`src/rtl/wb_arb2.sv`:
```
// wb_arb2: two-master Wishbone arbiter, round-robin at cyc boundaries.
// Optional watchdog error enabled by defining WB_ARB_TIMEOUT_EN.
module wb_arb2 #(
  parameter int AW        = 32,
  parameter int DW        = 32,
  parameter int TO_CYCLES = 16
) (
  input  logic            wb_clk_i,
  input  logic            wb_rst_i,
  input  logic [AW-1:0]   m0_wb_adr_i,
  input  logic [DW-1:0]   m0_wb_dat_i,
  input  logic [DW/8-1:0] m0_wb_sel_i,
  input  logic            m0_wb_we_i,
  input  logic            m0_wb_cyc_i,
  input  logic            m0_wb_stb_i,
  output logic [DW-1:0]   m0_wb_dat_o,
  output logic            m0_wb_ack_o,
  output logic            m0_wb_err_o,
  input  logic [AW-1:0]   m1_wb_adr_i,
  input  logic [DW-1:0]   m1_wb_dat_i,
  input  logic [DW/8-1:0] m1_wb_sel_i,
  input  logic            m1_wb_we_i,
  input  logic            m1_wb_cyc_i,
  input  logic            m1_wb_stb_i,
  output logic [DW-1:0]   m1_wb_dat_o,
  output logic            m1_wb_ack_o,
  output logic            m1_wb_err_o,
  output logic [AW-1:0]   s_wb_adr_o,
  output logic [DW-1:0]   s_wb_dat_o,
  output logic [DW/8-1:0] s_wb_sel_o,
  output logic            s_wb_we_o,
  output logic            s_wb_cyc_o,
  output logic            s_wb_stb_o,
  input  logic [DW-1:0]   s_wb_dat_i,
  input  logic            s_wb_ack_i,
  input  logic            s_wb_err_i
);

  typedef enum logic [1:0] {
    IDLE = 2'd0,
    G0   = 2'd1,
    G1   = 2'd2
  } state_t;

  state_t state_q, state_d;
  logic   last_q, last_d;
  logic   gnt0, gnt1;
  logic   to_hit;

  assign gnt0 = (state_q == G0);
  assign gnt1 = (state_q == G1);

  // Next grant: hold while owner keeps cyc, hand off directly, else idle.
  always_comb begin
    state_d = state_q;
    last_d  = last_q;
    unique case (state_q)
      IDLE: begin
        if (m0_wb_cyc_i && m1_wb_cyc_i)
          state_d = last_q ? G0 : G1;
        else if (m0_wb_cyc_i)
          state_d = G0;
        else if (m1_wb_cyc_i)
          state_d = G1;
      end
      G0: begin
        if (!m0_wb_cyc_i)
          state_d = m1_wb_cyc_i ? G1 : IDLE;
      end
      G1: begin
        if (!m1_wb_cyc_i)
          state_d = m0_wb_cyc_i ? G0 : IDLE;
      end
      default: state_d = IDLE;
    endcase
    if (state_d == G0 && state_q != G0)
      last_d = 1'b0;
    else if (state_d == G1 && state_q != G1)
      last_d = 1'b1;
  end

  // Grant state and round-robin history; last=1 lets m0 win the first tie.
  always_ff @(posedge wb_clk_i) begin
    if (wb_rst_i) begin
      state_q <= IDLE;
      last_q  <= 1'b1;
    end else begin
      state_q <= state_d;
      last_q  <= last_d;
    end
  end

`ifdef WB_ARB_TIMEOUT_EN
  localparam int CW = $clog2(TO_CYCLES + 1);

  logic [CW-1:0] cnt_q, cnt_d;
  logic          gnt_stb;

  assign gnt_stb = (gnt0 && m0_wb_stb_i) || (gnt1 && m1_wb_stb_i);
  assign to_hit  = (state_q != IDLE) && (cnt_q == CW'(TO_CYCLES));

  // Watchdog counts stalled strobe cycles of the current owner.
  always_comb begin
    cnt_d = cnt_q;
    if (state_q == IDLE || state_d != state_q ||
        s_wb_ack_i || s_wb_err_i || to_hit)
      cnt_d = '0;
    else if (gnt_stb)
      cnt_d = cnt_q + 1'b1;
  end

  // Watchdog counter register.
  always_ff @(posedge wb_clk_i) begin
    if (wb_rst_i)
      cnt_q <= '0;
    else
      cnt_q <= cnt_d;
  end
`else
  assign to_hit = 1'b0;
`endif

  // Request mux: owner drives the slave; idle follows m0 with cyc/stb low.
  always_comb begin
    s_wb_adr_o = gnt1 ? m1_wb_adr_i : m0_wb_adr_i;
    s_wb_dat_o = gnt1 ? m1_wb_dat_i : m0_wb_dat_i;
    s_wb_sel_o = gnt1 ? m1_wb_sel_i : m0_wb_sel_i;
    s_wb_we_o  = gnt1 ? m1_wb_we_i  : m0_wb_we_i;
    s_wb_cyc_o = (gnt0 && m0_wb_cyc_i) || (gnt1 && m1_wb_cyc_i);
    s_wb_stb_o = ((gnt0 && m0_wb_stb_i) || (gnt1 && m1_wb_stb_i)) && !to_hit;
  end

  // Responses go only to the owner; read data is shared.
  always_comb begin
    m0_wb_dat_o = s_wb_dat_i;
    m1_wb_dat_o = s_wb_dat_i;
    m0_wb_ack_o = s_wb_ack_i && gnt0;
    m1_wb_ack_o = s_wb_ack_i && gnt1;
    m0_wb_err_o = gnt0 && (s_wb_err_i || to_hit);
    m1_wb_err_o = gnt1 && (s_wb_err_i || to_hit);
  end

endmodule

```
`config.mk`:
```
export PLATFORM = sky130hd
export DESIGN_NAME = wb_arb2
export DESIGN_NICKNAME = d
export VERILOG_FILES = /design/src/rtl/wb_arb2.sv
export SDC_FILE = /design/constraint.sdc
export NUM_CORES = 1
export LEC_CHECK = 0
export ABC_AREA = 1
export BUFFER_PORTS_ARGS = -buffer_cell sky130_fd_sc_hd__buf_2
export CAP_MARGIN = 20
export CORE_AREA = 2 2 122 124
export CTS_CLUSTER_DIAMETER = 30
export DETAILED_ROUTE_END_ITERATION = 7
export DIE_AREA = 0 0 124 126
export PLACE_DENSITY = 0.52
export SLEW_MARGIN = 20
export SYNTH_ARGS = -nofsm -noshare
export SYNTH_HDL_FRONTEND = slang
export SYNTH_SLANG_ARGS = --single-unit
```
`constraint.sdc`:
```
create_clock -name wb_clk_i -period 1.4 [get_ports wb_clk_i]
set_clock_uncertainty 0.15 [all_clocks]
set_input_delay 0.28 -clock wb_clk_i [delete_from_list [all_inputs] [get_ports wb_clk_i]]
set_output_delay 0.28 -clock wb_clk_i [all_outputs]
set_load 0.005 [all_outputs]
```
==> impl_metrics.sql, run 1 <==
INSERT INTO impl_metrics (metric_group, metric, value, unit) VALUES
('timing', 'finalCritPeriodShare', '1.28', ''),
('die', 'die_area', '15600', 'sq um'),
('timing', 'finalSetupViolations', '76', ''),
('die', 'io_pins', '317', ''),
('timing', 'timing.final.ws_setup', '-394', 'ps'),
('worst_setup_path', 'regToRegSetupSlack', '-10', 'ps'),
('cts', 'insertion_delay', '220', 'ps'),
('global_route', 'initial_antenna_violation_count', '0', ''),
('synthesis', 'synth.top_cell.area_share', '0.445', ''),
('detailed_routing', 'routed_wl', '8620', 'um'),
('detailed_routing', 'detail_route.drc_violations', '0', ''),
('worst_setup_path', 'max_stage_delay', '350', 'ps'),
('timing', 'finalHoldViolations', '0', ''),
('cts', 'ctsLongestPathBuffers', '2', ''),
('placement', 'buffer_ports.inserted', '220', ''),
('detailed_routing', 'postRouteAntennaNets', '0', ''),
('die', 'placement_rows', '44', ''),
('synthesis', 'synth-seq-area-share', '0.0377', ''),
('detailed_routing', 'wl_per_cell', '16.1', 'um'),
('synthesis', 'synthDistinctLibCells', '15', ''),
('worst_setup_path', 'timing_worst_setup_path_type', 'reg2out', ''),
('job', 'max_cap_violation_count', '0', ''),
('cts', 'tritoncts_clock_tree', 'built', ''),
('die', 'initial_utilization', '0.111', ''),
('synthesis', 'nets_in_the_synthesized_netlist', '358', ''),
('global_route', 'grt_max_degree', '21', ''),
('timing', 'slew_violations', '0', ''),
('worst_setup_path', 'critPathLaunchType', 'flop', ''),
('placement', 'post-dp-hpwl', '6760', 'um'),
('power_and_ir_drop', 'power_density', '646', 'nW/um^2'),
('global_route', 'gr-usage-all-layers', '0.0877', ''),
('run_status', 'violations_in_the_final_reports', 'setup timing', ''),
('final_layout', 'diodes', '0', ''),
('timing', 'fmaxAchievable', '558', 'MHz'),
('cts', 'clk_root_buffer_cell', 'sky130_fd_sc_hd__clkbuf_16', ''),
('detailed_routing', 'viasPerCell', '3.55', ''),
('placement', 'globalplace.congestion', '0.795', ''),
('worst_setup_path', 'crit_family', 'buffers and inverters', ''),
('global_route', 'grt_overflow_total', '0', ''),
('global_route', 'grt_pass1_vias', '1864', ''),
('timing', 'timing.hold.ws', '101', 'ps'),
('synthesis', 'synth_area_leaders', 'sky130_fd_sc_hd__mux2_2 (45%), sky130_fd_sc_hd__buf_4 (31%), sky130_fd_sc_hd__mux2_4 (5.7%), sky130_fd_sc_hd__clkbuf_8 (4.3%), sky130_fd_sc_hd__dfxtp_1 (3.8%)', ''),
('timing', 'timing.slew.headroom', '0.864', ''),
('cts', 'cts.sinks', '3', ''),
('placement', 'post-place-cells', '522', ''),
('worst_setup_path', 'worst_path_bufs_invs', '3', ''),
('timing', 'worstMarginPinSlew', '203', 'ps'),
('detailed_routing', 'drt_pre_antenna_iters', '4', ''),
('worst_setup_path', 'cp_max_fo', '10', ''),
('final_layout', 'final-instance-count-excl-fill', '535', ''),
('cts', 'cts_buffers', '3', ''),
('timing', 'finalCriticalPeriod', '1790', 'ps'),
('synthesis', 'synthesis.area_per_instance', '8.85', 'sq um'),
('die', 'floorplan.core_area', '14300', 'sq um'),
('cts', 'cts_htree_levels', '1', ''),
('worst_setup_path', 'worstSetupEndpointType', 'output port', ''),
('global_route', 'grt_first_pass_wirelength', '10100', 'um'),
('final_layout', 'area.growth.synth_to_final', '114', '%'),
('die', 'die-height', '126', 'um'),
('detailed_routing', 'drt_iter0_markers', '32', ''),
('worst_hold_path', 'worst_hold_path_type', 'in2reg', ''),
('power_and_ir_drop', 'max-vdd-ir-drop', '0.393', 'mV'),
('final_layout', 'finalNetCount', '530', ''),
('timing', 'unrepaired_setup_endpoints_after_global_routing', 'true', ''),
('detailed_routing', 'routed-via-count', '1898', ''),
('die', 'die-width', '124', 'um'),
('worst_setup_path', 'timing.critical_path.cells', 'inv_8 > nand2_8 > clkbuf_16 > mux2_4 > buf_6', ''),
('synthesis', 'post_synth_instance_area', '1590', 'sq um'),
('synthesis', 'synth.largest_area_cell', 'sky130_fd_sc_hd__mux2_2', ''),
('power_and_ir_drop', 'cellLeakagePower', '1.98', 'nW'),
('synthesis', 'ys_seq_elements', '3', ''),
('cts', 'clk_pin_slew_worst_paths', '30', 'ps'),
('worst_setup_path', 'timing.critical_path.required', '970', 'ps'),
('run_status', 'run_status', 'finished, violations left', ''),
('worst_setup_path', 'cpMaxStageDelayCell', 'sky130_fd_sc_hd__dfxtp_4', ''),
('final_layout', 'drive_gt1_frac', '0.920', ''),
('worst_setup_path', 'cp_data_arrival_time', '1360', 'ps'),
('synthesis', 'yosysWarnings', '0', ''),
('synthesis', 'synth_cells', '180', '');
-- synthesized netlist by cell type, drive strengths merged --
| master | n |
|---|---|
| a21oi | 3 |
| buf | 66 |
| clkbuf | 5 |
| dfxtp | 3 |
| inv | 8 |
| mux2 | 69 |
| nand2 | 12 |
| nand3 | 5 |
| nor2 | 6 |
| o211ai | 1 |
| o22ai | 1 |
| or2 | 1 |
-- layout by cell type (no fill, tap or decap) --
cell type                   count
sky130_fd_sc_hd__a21oi_1        3
sky130_fd_sc_hd__buf_12         3
sky130_fd_sc_hd__buf_16         1
sky130_fd_sc_hd__buf_2        159
sky130_fd_sc_hd__buf_4          5
sky130_fd_sc_hd__buf_6         64
sky130_fd_sc_hd__buf_8          1
sky130_fd_sc_hd__clkbuf_1       1
sky130_fd_sc_hd__clkbuf_16      7
sky130_fd_sc_hd__dfxtp_1        1
sky130_fd_sc_hd__dfxtp_4        2
sky130_fd_sc_hd__inv_1          6
sky130_fd_sc_hd__inv_4          1
sky130_fd_sc_hd__inv_8          1
sky130_fd_sc_hd__mux2_4        69
sky130_fd_sc_hd__nand2_1       10
sky130_fd_sc_hd__nand2_4        1
sky130_fd_sc_hd__nand2_8        2
sky130_fd_sc_hd__nand3_1        5
sky130_fd_sc_hd__nor2_1         1
sky130_fd_sc_hd__nor2_2         3
sky130_fd_sc_hd__nor2_4         2
sky130_fd_sc_hd__o211ai_1       1
sky130_fd_sc_hd__o22ai_2        1
sky130_fd_sc_hd__or2_2          1
-- path summary, 6_finish.rpt --
check                  start             end  cells past startpoint
setup / recovery  state_q[0]  s_wb_dat_o[12]                      5
hold / removal      wb_rst_i      state_q[1]                      2
setup reg to reg  state_q[1]          last_q                      8
hold reg to reg       last_q          last_q                      3
-- layout make-up --
| type | instances | area [sq um] |
|---|---|---|
| Clock buffer | 4 | 78.8 |
| Fill cell | 1571 | 10900 |
| Inverter | 8 | 40.0 |
| Multi-Input combinational cell | 99 | 1240 |
| Sequential cell | 3 | 67.6 |
| Tap cell | 184 | 230 |
| Timing Repair Buffer | 237 | 1760 |
-- where the power goes --
part | internal (mW) | leakage, nW | total (mW) | switching (mW)
sequential | 0.100 | 0.0261 | 0.120 | 0.0196
combinational | 1.05 | 1.91 | 1.64 | 0.585
clock | 0.375 | 0.0382 | 0.446 | 0.0707
total | 1.53 | 1.98 | 2.20 | 0.675
-- metrics by stage --
| stage | power (mW) | util | setup WS (ps) | cell area, sq um | TNS (ps) |
|---|---|---|---|---|---|
| floorplan | 0.927 | - | -34.6 | 1860 | -1690 |
| global placement | 1.31 | 0.187 | -197 | 2680 | -10660 |
| detailed placement | 1.30 | 0.187 | -196 | 2680 | -10750 |
| CTS | 2.00 | 0.217 | -426 | 3100 | -27840 |
| global route | 2.33 | 0.238 | -428 | 3410 | -29760 |
| finish | 2.20 | 0.238 | -394 | 3410 | -27070 |
-- sequential cells by signal, summed over array words and instances, names as in the netlist --
register / cells
state_q: 2
last_q: 1
-- logic make-up after synthesis --
family          share of synthesized area
compound gates                     0.0181
buf+inv                             0.375
flops                              0.0377
mux                                 0.502
simple gates                       0.0668
-- layer usage --
metal / vias to the layer above / routed length, um / global-route usage
met2: 145 / 4500 / 0.179
met5: - / 0 / 0
li1: 887 / - / -
met4: 0 / 125 / 0.0185
met3: 15 / 1050 / 0.0267
met1: 851 / 2950 / 0.0833
-- timing repair --
| item | 4_1_cts | 5_1_grt |
|---|---|---|
| buffers inserted | 2 | 2 |
| hold buffers | 0 | 0 |
| hold endpoints to repair | 0 | 0 |
| gates cloned | 0 | 5 |
| pin swaps | 1 | 3 |
| endpoints found under the setup margin | 75 | 75 |
| resized for setup | 58 | 44 |
No activity file was read; power rests on OpenSTA's default activity.
==> inputs of run 2 (changes only) <==
ABC_AREA = unset   (was 1)
CORE_AREA = 2 2 124 126   (was 2 2 122 124)
CTS_BUF_LIST = sky130_fd_sc_hd__clkbuf_16   (was unset)
DIE_AREA = 0 0 126 128   (was 0 0 124 126)
PLACE_DENSITY = 0.53   (was 0.52)
clock period = 1.5 ns   (was 1.4 ns; I/O delays follow)
==> run 2 against run 1 <==
Sequential share of layout area grew 0.076 points; flip-flop and latch count is the same; combinational power shrank 45%; clock power shrank 4.9%; worst hold slack gained 48 ps; area after synthesis grew 17%; register-to-register slack gained 220 ps; die area grew 3.2%; sequential power shrank 24%; first-iteration DRC count grew 16%; wire length shrank 13%; largest power group unchanged; the run still ends with setup timing left.
==> impl_metrics.sql, run 2 <==
INSERT INTO impl_metrics (metric_group, metric, value, unit) VALUES
('run_status', 'run_status', 'finished, violations left', ''),
('run_status', 'violations_in_the_final_reports', 'setup timing', ''),
('global_route', 'grt_pass1_vias', '1729', ''),
('worst_setup_path', 'cp_data_arrival_time', '1500', 'ps'),
('synthesis', 'synth-seq-area-share', '0.0323', ''),
('synthesis', 'synth_enable_flop_cells', '0', ''),
('worst_setup_path', 'timing_worst_setup_path_type', 'reg2out', ''),
('detailed_routing', 'detail_route.drc_violations', '0', ''),
('job', 'max_cap_violation_count', '0', ''),
('die', 'floorplan.core_area', '14900', 'sq um'),
('synthesis', 'synthDistinctLibCells', '19', ''),
('die', 'io_pins', '317', ''),
('worst_hold_path', 'worst_hold_path_type', 'in2reg', ''),
('global_route', 'grt_first_pass_wirelength', '9980', 'um'),
('final_layout', 'area.growth.synth_to_final', '60.1', '%'),
('power_and_ir_drop', 'combinationalPowerShare', '0.636', ''),
('timing', 'finalCritPeriodShare', '1.30', ''),
('power_and_ir_drop', 'power_report.internal_total', '1.02', 'mW'),
('worst_setup_path', 'cp_max_fo', '17', ''),
('final_layout', 'largest_register_ffs', '2', ''),
('synthesis', 'asyncSetResetFlopFracSynth', '0', ''),
('die', 'die-width', '126', 'um'),
('synthesis', 'yosysWarnings', '0', ''),
('timing', 'fmaxAchievable', '514', 'MHz'),
('placement', 'post-dp-hpwl', '6460', 'um'),
('die', 'initial_utilization', '0.125', ''),
('cts', 'ctsLongestPathBuffers', '2', ''),
('final_layout', 'mostFrequentLayoutCell', 'sky130_fd_sc_hd__buf_2', ''),
('cts', 'cts_buffers', '3', ''),
('global_route', 'grt_max_degree', '18', ''),
('final_layout', 'postLayoutCellArea', '2980', 'sq um'),
('final_layout', 'top_register', 'state_q', ''),
('timing', 'timing.slew.headroom', '0.905', ''),
('worst_setup_path', 'timing.critical_path.cells', 'nor2b_4 > buf_12 > buf_16 > mux2_4 > buf_6', ''),
('detailed_routing', 'viasPerCell', '3.38', ''),
('final_layout', 'reg.largest.list', 'state_q (2), last_q (1)', ''),
('cts', 'cts.sinks', '3', ''),
('final_layout', 'diodes', '0', ''),
('final_layout', 'final_cell_mix', 'sky130_fd_sc_hd__buf_2 (196), sky130_fd_sc_hd__mux2_4 (68), sky130_fd_sc_hd__buf_6 (24)', ''),
('power_and_ir_drop', 'power.switching', '400', 'uW'),
('power_and_ir_drop', 'sequentialPowerShare', '0.065', ''),
('global_route', 'initial_antenna_violation_count', '0', ''),
('global_route', 'grt_overflow_total', '0', ''),
('cts', 'cts_htree_levels', '1', ''),
('synthesis', 'predominant_post_synthesis_flop_cell', 'sky130_fd_sc_hd__dfxtp_1', ''),
('power_and_ir_drop', 'power_frac_clock', '0.299', ''),
('power_and_ir_drop', 'power_density', '476', 'nW/um^2'),
('timing', 'finalHoldViolations', '0', ''),
('timing', 'unrepaired_setup_endpoints_after_global_routing', 'true', ''),
('synthesis', 'post_synth_instance_area', '1860', 'sq um'),
('detailed_routing', 'routed-via-count', '1764', ''),
('power_and_ir_drop', 'totalPowerFinal', '1.42', 'mW'),
('cts', 'clk_pin_slew_worst_paths', '30', 'ps'),
('die', 'die-height', '128', 'um'),
('die', 'placement_rows', '45', ''),
('die', 'die_area', '16100', 'sq um'),
('timing', 'timing.final.ws_setup', '-446', 'ps'),
('synthesis', 'synth.cells.most_frequent', 'sky130_fd_sc_hd__mux2_4 (66), sky130_fd_sc_hd__buf_4 (64), sky130_fd_sc_hd__buf_12 (7)', ''),
('detailed_routing', 'drt_pre_antenna_iters', '4', ''),
('cts', 'cts_setup_buffers', '0', ''),
('power_and_ir_drop', 'max-vdd-ir-drop', '0.318', 'mV'),
('synthesis', 'nets_in_the_synthesized_netlist', '342', ''),
('placement', 'globalplace.congestion', '0.787', ''),
('synthesis', 'ys_seq_elements', '3', ''),
('global_route', 'gr-usage-all-layers', '0.0807', ''),
('synthesis', 'synth_area_leaders', 'sky130_fd_sc_hd__mux2_4 (53%), sky130_fd_sc_hd__buf_4 (26%), sky130_fd_sc_hd__buf_12 (7.5%), sky130_fd_sc_hd__dfxtp_1 (3.2%), sky130_fd_sc_hd__mux2_2 (1.8%)', ''),
('timing', 'finalCriticalPeriod', '1950', 'ps'),
('worst_hold_path', 'timing.hold.worst_path_depth', '2', ''),
('synthesis', 'synth.top_cell.area_share', '0.533', ''),
('detailed_routing', 'drt_iter0_markers', '37', ''),
('final_layout', 'drive_gt1_frac', '0.934', ''),
('placement', 'dpl_cell_area', '2740', 'sq um'),
('cts', 'tritoncts_clock_tree', 'built', ''),
('detailed_routing', 'routed_wl', '7530', 'um'),
('power_and_ir_drop', 'cellLeakagePower', '1.65', 'nW'),
('timing', 'worstMarginPinSlew', '141', 'ps'),
('cts', 'insertion_delay', '230', 'ps'),
('timing', 'finalSetupViolations', '75', ''),
('worst_setup_path', 'cpMaxStageDelayCell', 'sky130_fd_sc_hd__dfxtp_2', ''),
('worst_setup_path', 'r2r.worst_path.cells', '4', ''),
('worst_setup_path', 'critPathLaunchType', 'flop', ''),
('synthesis', 'synth_most_common_cell', 'sky130_fd_sc_hd__mux2_4', ''),
('synthesis', 'synth_cells', '164', ''),
('synthesis', 'synthesis.area_per_instance', '11.3', 'sq um'),
('placement', 'buffer_ports.inserted', '220', ''),
('worst_setup_path', 'timing.critical_path.required', '1050', 'ps'),
('cts', 'clk_root_buffer_cell', 'sky130_fd_sc_hd__clkbuf_16', ''),
('timing', 'timing.hold.ws', '149', 'ps'),
('synthesis', 'synth.largest_area_cell', 'sky130_fd_sc_hd__mux2_4', ''),
('detailed_routing', 'wl_per_cell', '14.4', 'um'),
('worst_setup_path', 'worstSetupEndpointType', 'output port', ''),
('final_layout', 'finalNetCount', '513', ''),
('power_and_ir_drop', 'sw_frac_of_total', '0.282', ''),
('worst_setup_path', 'max_stage_delay', '320', 'ps'),
('timing', 'slew_violations', '0', ''),
('detailed_routing', 'postRouteAntennaNets', '0', '');
[run 2: changes by cell type after synthesis, sizes merged, moves of 4 or more]
cell	delta
nand3	-4
nor2	-5
inv	-7
nand2	-12
clkbuf	-5
buf	+6
and2	+4
[run 2: power by group through the flow]
stage                     Clock, mW  Sequential, mW  Combinational, mW
after floorplan                   0          0.0952              0.552
after global placement            0          0.0929              0.831
after detailed placement          0          0.0929              0.828
after CTS                     0.431          0.0919              0.898
after global routing          0.435          0.0927              0.962
final                         0.424          0.0918              0.902
[run 2: cell type report]
type	instances	area, sq um
Clock buffer	3	75.1
Clock inverter	1	3.75
Fill cell	1639	11900
Inverter	1	3.75
Multi-Input combinational cell	88	1170
Sequential cell	3	61.3
Tap cell	188	235
Timing Repair Buffer	238	1430
[run 2: cells by family (layout without fill, tap and decap cells)]
kind of cell	Yosys count	in the layout	share of synthesized area
AOI/OAI and AO/OA	7	7	0.0269
buffers and inverters	73	243	0.344
and+or+nand+nor	12	12	0.0464
DFF	3	3	0.0323
muxes	69	69	0.551
[run 2: path summary, 6_finish.rpt]
path / startpoint / to / slack, ps
setup reg to reg: state_q[0] / last_q / 210
hold reg to reg: last_q / last_q / 400
setup / recovery: state_q[1] / s_wb_adr_o[24] / -450
hold / removal: wb_rst_i / last_q / 150
[run 2: metal layers]
metal / wire length (um) / GRT usage / vias to the layer above / share of wire
met5: 0 / 0 / - / 0
met4: 51 / 0.0181 / 0 / 0.0068
met3: 971 / 0.0405 / 10 / 0.13
met2: 3480 / 0.127 / 108 / 0.46
met1: 3030 / 0.0994 / 800 / 0.40
li1: - / - / 846 / -
[run 2: timing repair]
action / CTS / global route
gates resized for setup: 22 / 6
pin swaps: 0 / 0
endpoints found under the setup margin: 75 / 75
gates cloned: 0 / 0
hold buffers: 0 / 0
[run 2: critical path, delay by kind of cell (launching register included)]
family / cells / cell delay (ps)
AND/OR/NAND/NOR: 1 / 150
buffers and inverters: 3 / 460
flip-flops: 1 / 320
multiplexers: 1 / 320
[run 2: stage by stage]
stage                     TNS (ps)  setup WS (ps)  utilization  std cells
after detailed placement    -12300           -210        0.184        518
after CTS                   -30810           -455        0.198        522
after global placement      -11430           -191        0.184        518
after floorplan              -3760          -57.2            -        164
after global routing        -33680           -497        0.200        522
final                       -30000           -446        0.200        522
==> inputs of run 3 (changes only) <==
CORE_AREA = 2 2 123 125   (was 2 2 124 126)
DIE_AREA = 0 0 125 127   (was 0 0 126 128)
PLACE_DENSITY = 0.52   (was 0.53)
clock period = 1.95 ns   (was 1.5 ns; I/O delays follow)
==> run 3 against run 2 <==
The flow still finishes with violations (setup timing); sequential power is 23% lower; critical endpoint is now s_wb_dat_o[6]; worst hold slack improved by 100 ps; register-to-register slack gained 430 ps; power shrank 21%; final cell count decreased by 1.1%; via count rose by 0.28%; combinational power decreased by 20%; largest power group unchanged; flip-flop and latch count stayed put; first-iteration DRC count rose by 5.4%; critical path depth is the same; core utilization is 1.2 points higher.
==> impl_metrics.sql, run 3 (synthesis gave the netlist of run 2 again) <==
INSERT INTO impl_metrics (metric_group, metric, value, unit) VALUES
('power_and_ir_drop', 'sw_frac_of_total', '0.275', ''),
('die', 'io_pins', '317', ''),
('timing', 'unrepaired_setup_endpoints_after_global_routing', 'true', ''),
('die', 'die-width', '125', 'um'),
('power_and_ir_drop', 'power_report.internal_total', '812', 'uW'),
('run_status', 'violations_in_the_final_reports', 'setup timing', ''),
('worst_setup_path', 'cp.depth', '5', ''),
('final_layout', 'mostFrequentLayoutCell', 'sky130_fd_sc_hd__buf_2', ''),
('worst_setup_path', 'r2r.worst_path.cells', '4', ''),
('die', 'die_area', '15900', 'sq um'),
('final_layout', 'area.growth.synth_to_final', '64.9', '%'),
('worst_setup_path', 'timing.critical_path.required', '1410', 'ps'),
('power_and_ir_drop', 'cellLeakagePower', '1.67', 'nW'),
('power_and_ir_drop', 'sequentialPowerShare', '0.063', ''),
('final_layout', 'postLayoutCellArea', '3070', 'sq um'),
('worst_setup_path', 'worst_path_bufs_invs', '3', ''),
('cts', 'cts.sinks', '3', ''),
('final_layout', 'drive_gt1_frac', '0.933', ''),
('die', 'die-height', '127', 'um'),
('worst_setup_path', 'max_stage_delay', '320', 'ps'),
('power_and_ir_drop', 'power_frac_clock', '0.289', ''),
('final_layout', 'reg.largest.list', 'state_q (2), last_q (1)', ''),
('cts', 'clk_pin_slew_worst_paths', '30', 'ps'),
('timing', 'finalHoldViolations', '0', ''),
('timing', 'slew_violations', '0', ''),
('cts', 'holdBufCountCts', '0', ''),
('die', 'placement_rows', '44', ''),
('cts', 'tritoncts_clock_tree', 'built', ''),
('final_layout', 'share_of_the_core_filled_with_cells', '0.213', ''),
('power_and_ir_drop', 'power_density', '365', 'nW/um^2'),
('worst_setup_path', 'cpMaxStageDelayCell', 'sky130_fd_sc_hd__dfxtp_2', ''),
('run_status', 'run_status', 'finished, violations left', ''),
('global_route', 'grt_overflow_total', '0', ''),
('power_and_ir_drop', 'max-vdd-ir-drop', '0.192', 'mV'),
('timing', 'timing.slew.headroom', '0.900', ''),
('global_route', 'gr-usage-all-layers', '0.0840', ''),
('cts', 'insertion_delay', '220', 'ps'),
('worst_hold_path', 'worst_hold_path_type', 'in2reg', ''),
('global_route', 'initial_antenna_violation_count', '2', ''),
('final_layout', 'top_register', 'state_q', ''),
('detailed_routing', 'drt_pre_antenna_iters', '4', ''),
('cts', 'cts_htree_levels', '1', ''),
('placement', 'globalplace.congestion', '0.781', ''),
('die', 'initial_utilization', '0.129', ''),
('detailed_routing', 'detail_route.drc_violations', '0', ''),
('placement', 'preCtsSetupSlack', '105', 'ps'),
('detailed_routing', 'routed_wl', '7520', 'um'),
('placement', 'post-dp-hpwl', '6280', 'um'),
('global_route', 'grt_first_pass_wirelength', '10500', 'um'),
('worst_setup_path', 'cp_max_fo', '16', ''),
('timing', 'timing.final.ws_setup', '-79.0', 'ps'),
('placement', 'buffer_ports.inserted', '220', ''),
('timing', 'fmaxAchievable', '493', 'MHz'),
('worst_hold_path', 'timing.hold.worst_path_depth', '2', ''),
('detailed_routing', 'wl_per_cell', '14.6', 'um'),
('placement', 'dpl_cell_area', '2670', 'sq um'),
('global_route', 'grt_max_degree', '17', ''),
('final_layout', 'finalNetCount', '509', ''),
('detailed_routing', 'viasPerCell', '3.43', ''),
('worst_setup_path', 'cp_data_arrival_time', '1490', 'ps'),
('global_route', 'grt_pass1_vias', '1769', ''),
('timing', 'finalSetupViolations', '67', ''),
('detailed_routing', 'postRouteAntennaNets', '0', ''),
('power_and_ir_drop', 'power.switching', '307', 'uW'),
('worst_setup_path', 'crit_family', 'buffers and inverters', ''),
('job', 'max_cap_violation_count', '0', ''),
('worst_setup_path', 'critPathLaunchType', 'flop', ''),
('power_and_ir_drop', 'combinationalPowerShare', '0.648', ''),
('timing', 'timing.setup.tns', '-3180', 'ps'),
('die', 'floorplan.core_area', '14400', 'sq um'),
('cts', 'clk_root_buffer_cell', 'sky130_fd_sc_hd__clkbuf_16', ''),
('timing', 'worstMarginPinSlew', '148', 'ps'),
('detailed_routing', 'drt_iter0_markers', '39', ''),
('cts', 'ctsLongestPathBuffers', '2', ''),
('timing', 'finalCritPeriodShare', '1.04', ''),
('timing', 'finalCriticalPeriod', '2030', 'ps'),
('detailed_routing', 'routed-via-count', '1769', ''),
('final_layout', 'final_cell_mix', 'sky130_fd_sc_hd__buf_2 (181), sky130_fd_sc_hd__mux2_4 (68), sky130_fd_sc_hd__buf_6 (39)', ''),
('worst_setup_path', 'worstSetupEndpointType', 'output port', ''),
('timing', 'timing.hold.ws', '249', 'ps'),
('worst_setup_path', 'timing_worst_setup_path_type', 'reg2out', ''),
('worst_setup_path', 'timing.critical_path.cells', 'nor2b_4 > buf_12 > buf_16 > mux2_4 > buf_6', ''),
('final_layout', 'largest_register_ffs', '2', ''),
('cts', 'cts_buffers', '3', '');
[run 3: through the flow]
stage	cells	power, mW
final	516	1.12
after global routing	515	1.18
after CTS	512	1.12
after detailed placement	505	0.689
after global placement	505	0.693
after floorplan	164	0.497
[run 3: cell type report]
type                       instances  area, sq um
antenna                            2         5.00
clock buffer                       3         75.1
fill                            1588        11400
inverter                           1         3.75
tap                              184          230
sequential                         3         61.3
clock inverter                     1         3.75
timing repair buffer             234         1520
multi-input combinational         88         1170
[run 3: timing repair]
action / CTS / global route
resized for setup: 42 / 4
endpoints found under the setup margin: 60 / 68
buffers inserted: 3 / 2
[run 3: path summary, 6_finish.rpt]
check                                start             to  slack [ps]
worst max-delay path            state_q[1]  s_wb_dat_o[6]         -80
worst min-delay path              wb_rst_i         last_q         250
worst max register to register  state_q[0]         last_q         640
worst min register to register      last_q         last_q         420
[run 3: power groups by stage]
| stage | logic [mW] | registers [mW] | clock network (mW) |
|---|---|---|---|
| finish | 0.725 | 0.0710 | 0.323 |
| floorplan | 0.424 | 0.0729 | 0 |
| detailed placement | 0.618 | 0.0714 | 0 |
| global route | 0.769 | 0.0719 | 0.337 |
| CTS | 0.722 | 0.0709 | 0.331 |
| global placement | 0.622 | 0.0713 | 0 |
[run 3: metal layers]
layer  global-route usage  vias up  part of all wire
met5                    0        -                 0
li1                     -      839                 -
met2                0.141      105              0.49
met4               0.0268        0             0.017
met1               0.0964      802              0.37
met3               0.0369       23              0.12
